## config.mk

```make
export PLATFORM = sky130hd
export DESIGN_NAME = morse_sym_timer
export DESIGN_NICKNAME = d
export VERILOG_FILES = /design/src/rtl/morse_sym_timer.sv
export SDC_FILE = /design/constraint.sdc
export NUM_CORES = 1
export LEC_CHECK = 0
export CORE_MARGIN = 1
export CORE_UTILIZATION = 48
export DETAILED_ROUTE_END_ITERATION = 7
export PLACE_DENSITY = 0.66
export SETUP_SLACK_MARGIN = 0.15
export SLEW_MARGIN = 20
export SYNTH_ARGS = -nofsm -noshare
export SYNTH_HDL_FRONTEND = slang
export SYNTH_SLANG_ARGS = --single-unit
```

## constraint.sdc

```tcl
create_clock -name clock -period 2.9 [get_ports clock]
set_input_delay 0.435 -clock clock [delete_from_list [all_inputs] [get_ports clock]]
set_output_delay 0.435 -clock clock [all_outputs]
set_load 0.05 [all_outputs]
```

## src/rtl/morse_sym_timer.sv

```systemverilog
// morse_sym_timer
// ---------------
// Times one Morse dot or dash per request and drives the LED for it. Each
// symbol is followed by a mandatory LED-off gap and then a one-cycle
// completion pulse. A new request can be accepted in the completion cycle,
// so symbols can run back to back with no idle cycle between them.
//
// Optional build macro: MORSE_ABORT_EN adds the sym_abort input. An abort
// raised in ON or GAP cuts the symbol short. The LED goes dark on the next
// cycle, and sym_done pulses one cycle after that.
//
// Ports:
//   clock     in   system clock, rising edge
//   reset     in   asynchronous, active-low reset
//   sym_strt  in   symbol request, sampled only in IDLE/DONE
//   symbol    in   1 = dash, 0 = dot, sampled with sym_strt
//   sym_abort in   (MORSE_ABORT_EN only) synchronous abort, active high
//   sym_busy  out  high while a symbol or its gap is in progress
//   led_drv   out  LED drive, active high
//   sym_done  out  one-cycle completion pulse
module morse_sym_timer #(
    parameter int UNIT_CYCLES = 4,
    parameter int DOT_UNITS   = 1,
    parameter int DASH_UNITS  = 3,
    parameter int GAP_UNITS   = 1,
    parameter int CNT_W       = 16
) (
    input  logic clock,
    input  logic reset,
    input  logic sym_strt,
    input  logic symbol,
`ifdef MORSE_ABORT_EN
    input  logic sym_abort,
`endif
    output logic sym_busy,
    output logic led_drv,
    output logic sym_done
);

    localparam logic [CNT_W-1:0] DOT_LD  = CNT_W'(DOT_UNITS * UNIT_CYCLES - 1);
    localparam logic [CNT_W-1:0] DASH_LD = CNT_W'(DASH_UNITS * UNIT_CYCLES - 1);
    localparam logic [CNT_W-1:0] GAP_LD  = CNT_W'(GAP_UNITS * UNIT_CYCLES - 1);

    typedef enum logic [1:0] {
        IDLE = 2'd0,
        ON   = 2'd1,
        GAP  = 2'd2,
        DONE = 2'd3
    } state_t;

    state_t           state_q, state_d;
    logic [CNT_W-1:0] cnt_q, cnt_d;
    logic             led_q, busy_q, done_q;
    logic             abort;

`ifdef MORSE_ABORT_EN
    assign abort = sym_abort;
`else
    assign abort = 1'b0;
`endif

    // The symbol is latched by loading its duration into the counter at
    // accept time. Later changes on 'symbol' cannot alter the count.
    always_comb begin
        state_d = state_q;
        cnt_d   = cnt_q;
        case (state_q)
            IDLE, DONE: begin
                if (sym_strt) begin
                    state_d = ON;
                    cnt_d   = symbol ? DASH_LD : DOT_LD;
                end else begin
                    state_d = IDLE;
                end
            end
            ON: begin
                // An abort parks in GAP with an empty count. This gives one
                // dark, busy cycle before DONE.
                if (abort) begin
                    state_d = GAP;
                    cnt_d   = '0;
                end else if (cnt_q == '0) begin
                    state_d = GAP;
                    cnt_d   = GAP_LD;
                end else begin
                    cnt_d = cnt_q - 1'b1;
                end
            end
            GAP: begin
                // Normal completion on the last gap cycle takes priority
                // over an abort, so it never adds an extra cycle.
                if (cnt_q == '0) begin
                    state_d = DONE;
                end else if (abort) begin
                    cnt_d = '0;
                end else begin
                    cnt_d = cnt_q - 1'b1;
                end
            end
            default: begin
                state_d = IDLE;
                cnt_d   = '0;
            end
        endcase
    end

    // The outputs are registered from the next state. Each output therefore
    // lines up with the state that the flops hold during the same cycle.
    always_ff @(posedge clock or negedge reset) begin
        if (!reset) begin
            state_q <= IDLE;
            cnt_q   <= '0;
            led_q   <= 1'b0;
            busy_q  <= 1'b0;
            done_q  <= 1'b0;
        end else begin
            state_q <= state_d;
            cnt_q   <= cnt_d;
            led_q   <= (state_d == ON);
            busy_q  <= (state_d == ON) || (state_d == GAP);
            done_q  <= (state_d == DONE);
        end
    end

    assign led_drv  = led_q;
    assign sym_busy = busy_q;
    assign sym_done = done_q;

endmodule

```

* After elaboration in Yosys (flattened, before gate mapping) *
Index checks and enable logic that the tools add are counted.

word-level totals
  register bits after elaboration = 21
  latch bits = 0
  bits in writable memories = 0
  bits in read-only memories = 0
  input port bits = 4
  output and inout port bits = 3
  logic and storage cells = 28
  memories = 0

cells by class
  add/subtract/negate cells = 1
  $mul = 0
  divide/modulo/power cells = 0
  order comparisons = 0
  equal/unequal tests = 8
  shifts and indexed selects = 0
  muxes and demuxes = 9
  bitwise gates (word level) = 0
  reductions and logical operators = 5

operators by type and width
  kind                   count
  $mux 16                3
  $pmux 16 s3            1
  $logic_not 16->1       1
  $sub 16x1->16 const B  1
  $eq 2x2->1 const B     4
  $pmux 2 s3             1
  $eq 2x1->1 const B     2
  $mux 2                 2
  $mux 4                 1
  $ne 2x2->1 const B     2
  $logic_not 2->1        1
  $reduce_and 2->1       1
  $reduce_or 2->1        1
  $logic_or 1x1->1       1
  $mux 1                 1

* Longest topological paths before layout *
  depth after elaboration = 5
  gate-level depth with buffers = 9
  mapped depth without buffers = 9

* Least setup slack after synthesis *
OpenSTA, ideal clock, no wires.

  kind = register to register
  from = register cnt_q[0]
  to = register busy_q, in the netlist sym_busy
  setup time = 0.113 ns
  arrival = 2.049 ns
  data required time = 2.787 ns
  slack = 0.738 ns
  cell stages (with the launch flop) = 10
  path buffers = 0
  period minus slack after synthesis = 2.162 ns
  cells stage by stage = dfrtp_1 inv_1 ha_1 or2b_2 or2_4 or2_2 a21boi_0 o21ai_0 ha_1 inv_1

on the way
  cells in the longest elaborated chain, start to end = 5
  elaborated cells on any way between the ends = 7
  classes of those cells = eq/ne: 2; mux: 3; reduce/logical: 2

ends and longest elaborated chain
  what                                      line    text
  start, declared                           52      logic [CNT_W-1:0] cnt_q, cnt_d;
  start signal, assigned                    118     cnt_q <= cnt_d;
  $logic_not 16->1 (*)                      82, 92
  $mux 2 (on tied branches)                 92, 82
  $pmux 2 s3 (*)                            67      case (state_q)
  $eq 2x1->1 or $eq 2x2->1 (tied branches)  120     busy_q <= (state_d == ON) || (state_d == GAP);
  $logic_or 1x1->1 (*)                      120
  end signal, assigned                      120
  end, declared                             53      logic led_q, busy_q, done_q;

Every way passes the cells marked *; elsewhere a longest branch is shown, timed or not.
A chain may end at the register's enable or synchronous reset.

* Worst setup path after layout *
  from = register cnt_q[7]
  to = register busy_q, in the netlist sym_busy

Same word-level chain as after synthesis.

==> results.py <==
metrics = {
    "clocking": {
        "post_cts.repair.setup_buffers": 0,
        "cts_tree": "built",
        "clk_pin_slew_ps": 120,
        "max-clock-path-buffers": 2,
        "cts.hold.buffers_added": 0,
        "clock-sinks": 21,
        "cts_resized": 0,
        "worst_skew_pair.late_latency_ps": 310,
        "number_of_clock_buffers_inserted_by_tritoncts": 3,
        "h_tree_levels": 1,
        "clock-root-buffer": "clkbuf_4",
    },
    "critical_path": {
        "ff2ff_path_depth": 7,
        "arrival_ps": 2590,
        "maximum_fanout_count_along_the_critical_path": 7,
        "crit_path_end_kind": "register",
        "critical_path.reg2reg.startpoint": "cnt_q[7]",
        "timing_worst_setup_path_type": "register to register",
        "timing.critical_path.required_ps": 3120,
        "setup.reg_to_reg.worst_slack_ps": 530,
        "start_kind": "register",
        "rr_endpoint": "sym_busy",
    },
    "cells_and_area": {
        "area_of_combinational_cells_with_multiple_inputs_um2": 680.7,
        "fill_cells": 245,
        "layout.area.seq_um2": 525.5,
        "flow.area_growth_from_synthesis_pct": 9.614,
        "instances_no_fill": 171,
        "num_antenna_cells": 0,
        "layout.nets": 153,
        "drive_gt1_frac": 0.1135,
    },
    "synth": {
        "postSynthCellCount": 131,
        "synthesis.area_per_instance_um2": 9.637,
        "synth_warnings": 0,
        "post_synth_num_cell_types": 42,
        "synth.ff_latch_count": 21,
        "syn-cell-area_um2": 1262,
        "synth_seq_area_share": 0.4163,
        "synth_fp_nets": 142,
    },
    "floorplan": {
        "die_w_um": 53.29,
        "design.die.area_um2": 2839,
        "initial_utilization": 0.5096,
        "num_ports": 7,
        "fp.dieH_um": 53.29,
        "core_region_area_um2": 2477,
        "rows": 18,
    },
    "sta": {
        "timing.final.crit_period_ps": 2372,
        "number_of_endpoints_with_negative_hold_slack_in_the_final_report": 0,
        "setup-violations-final": 0,
        "finClkSkew_ps": 6.303,
        "timing_max_transition_violations_final": 0,
        "totalNegativeSetupSlack_ps": 0,
        "slew-limit-headroom": 0.6004,
        "fmax_ghz": 0.4217,
        "setup_repair_after_global_routing_missed_its_margin": "false",
        "final_min_period_over_clock_period": 0.8178,
        "pin_slew_with_the_least_headroom_to_its_limit_ps": 596.1,
    },
    "placed_design": {
        "placed_cell_count": 167,
        "hpwlAfterDp_mm": 1.891,
        "place.gp.congestion": 0.8496,
        "placement.io_buffers": 6,
    },
    "power_and_ir_drop": {
        "power.static_leakage_nw": 0.6033,
        "power.density_nw_per_um2": 1184,
        "irDropWorstVdd_v": 0.0007280,
    },
    "global_route": {
        "grt_usage": 0.2065,
        "globalRouteOverflowTotal": 0,
        "antenna_found_initial": 0,
        "largest_net_degree_at_the_start_of_global_routing": 22,
        "grt_pass1_vias": 901,
        "first_pass_grt_wire_length_mm": 4.174,
    },
    "outcome": {
        "result_of_the_run": "finished, final reports clean",
    },
    "drt": {
        "drt_iter0_drc": 24,
        "dr_total_vias": 987,
        "wirelength_mm": 2.603,
        "final_antenna_net_count": 0,
        "drt_pass1_iterations": 4,
        "drc": 0,
        "wl_per_cell_um": 15.22,
        "route.detailed.vias_per_inst": 5.772,
    },
    "job": {
        "max-cap-violations": 0,
    },
    "min_path": {
        "worst_hold_path_type": "input port to async pin",
    },
}
stage by stage:
| stage | power [mW] | hold slack (ps) | setup slack, ps | util | cell area [um2] |
|---|---|---|---|---|---|
| CTS | 1.631 | 459.0 | 551.5 | 0.5586 | 1384 |
| global route | 1.762 | 490.9 | 274.8 | 0.5586 | 1384 |
| global placement | 1.478 | 525.4 | 600.2 | 0.5475 | 1356 |
| floorplan | 1.251 | 139.4 | 738.3 | - | 1262 |
| detailed placement | 1.479 | 520.2 | 582.2 | 0.5475 | 1356 |
| finish | 1.639 | 447.2 | 528.4 | 0.5586 | 1384 |
registers in the layout (all words and copies together), names as in the netlist:
register  cells
sym_busy      1
led_drv       1
state_q       2
cnt_q        16
sym_done      1
layout make-up:
class,count,share of cell area
multi-input combinational,99,0.4919
timing repair buffer,9,0.05967
sequential,21,0.3797
clock buffer,3,0.01627
tap,30,0.02712
clock inverter,1,0.003617
inverter,8,0.02170
synth_stat cells (all sizes together):
library cell,instances,area share
a211oi,3,0.022
and2b,1,0.0069
nand4,1,0.0050
a21boi,2,0.012
xnor2,6,0.042
and4b,1,0.0079
nand3,3,0.012
nand2,4,0.012
a32oi,1,0.0069
o21ai,6,0.024
xor2,4,0.028
a31oi,2,0.0099
a2111oi,2,0.014
nor2,19,0.056
ha,7,0.069
or3,3,0.020
nand2b,1,0.0050
dfrtp,21,0.42
buf,2,0.018
or4,4,0.024
o211ai,1,0.0059
a41oi,1,0.0069
and3,1,0.0050
a21oi,7,0.028
nor3,7,0.032
or2,2,0.012
clkbuf,1,0.0030
nand3b,1,0.0059
nor4,2,0.022
nand4b,1,0.0069
o22a,2,0.014
or2b,1,0.0069
o311a,1,0.0079
inv,8,0.024
o21a,1,0.0059
o22ai,1,0.0050
worst max-delay path, stage by stage (launching register included):
cell and delay [ps]:
dfrtp_1 440, nor3_1 430, nand4b_1 330, or2_2 400, a21boi_0 240, o21ai_0 120
ha_1 280, inv_1 40
routing by layer:
layer  up-vias  GRT usage  wire length (um)
li1        489          -                 -
met1       462     0.2887              1293
met2        31     0.3104              1132
met3         5    0.03736               139
met4         0    0.07895                38
met5         -          0                 0
report_power, final:
group,internal (mW),switching (mW)
Combinational,0.395,0.593
Clock,0.0516,0.0940
Sequential,0.390,0.115
Total,0.836,0.803
kinds of logic after synthesis:
group                      Yosys count  synth area share
and+or+nand+nor                     52            0.2389
AOI/OAI and AO/OA                   30            0.1615
DFF                                 21            0.4163
buffers and inverters               11           0.04460
xor gates and xnor gates            10           0.06937
adders and majority gates            7           0.06937
worst max path at each step:
stage | start | to | slack (ps) | depth (start not counted)
floorplan | cnt_q[0] | sym_busy | 740 | 9
global placement | cnt_q[0] | sym_busy | 600 | 9
detailed placement | cnt_q[0] | sym_busy | 580 | 9
CTS | cnt_q[0] | sym_busy | 550 | 9
global route | cnt_q[7] | sym_busy | 270 | 7
finish | cnt_q[7] | sym_busy | 530 | 7
cell usage in the layout, fill, tap and decap left out, types with 2 or more instances in the layout:
cell type        Yosys  final
buf_4                0      3
inv_1                8      8
or4_1                4      4
clkbuf_4             0      3
nand2_1              4      4
a21oi_1              7      7
o21ai_0              6      6
clkdlybuf4s50_1      0      6
xnor2_1              6      6
a21boi_0             2      2
nand3_1              3      3
ha_1                 7      7
o22a_1               2      2
a2111oi_0            2      2
nor3_1               6      6
dfrtp_1             21     21
xor2_1               4      4
a211oi_1             2      2
a31oi_1              2      2
nor2_1              19     19
(Power assumes the default switching activity.)
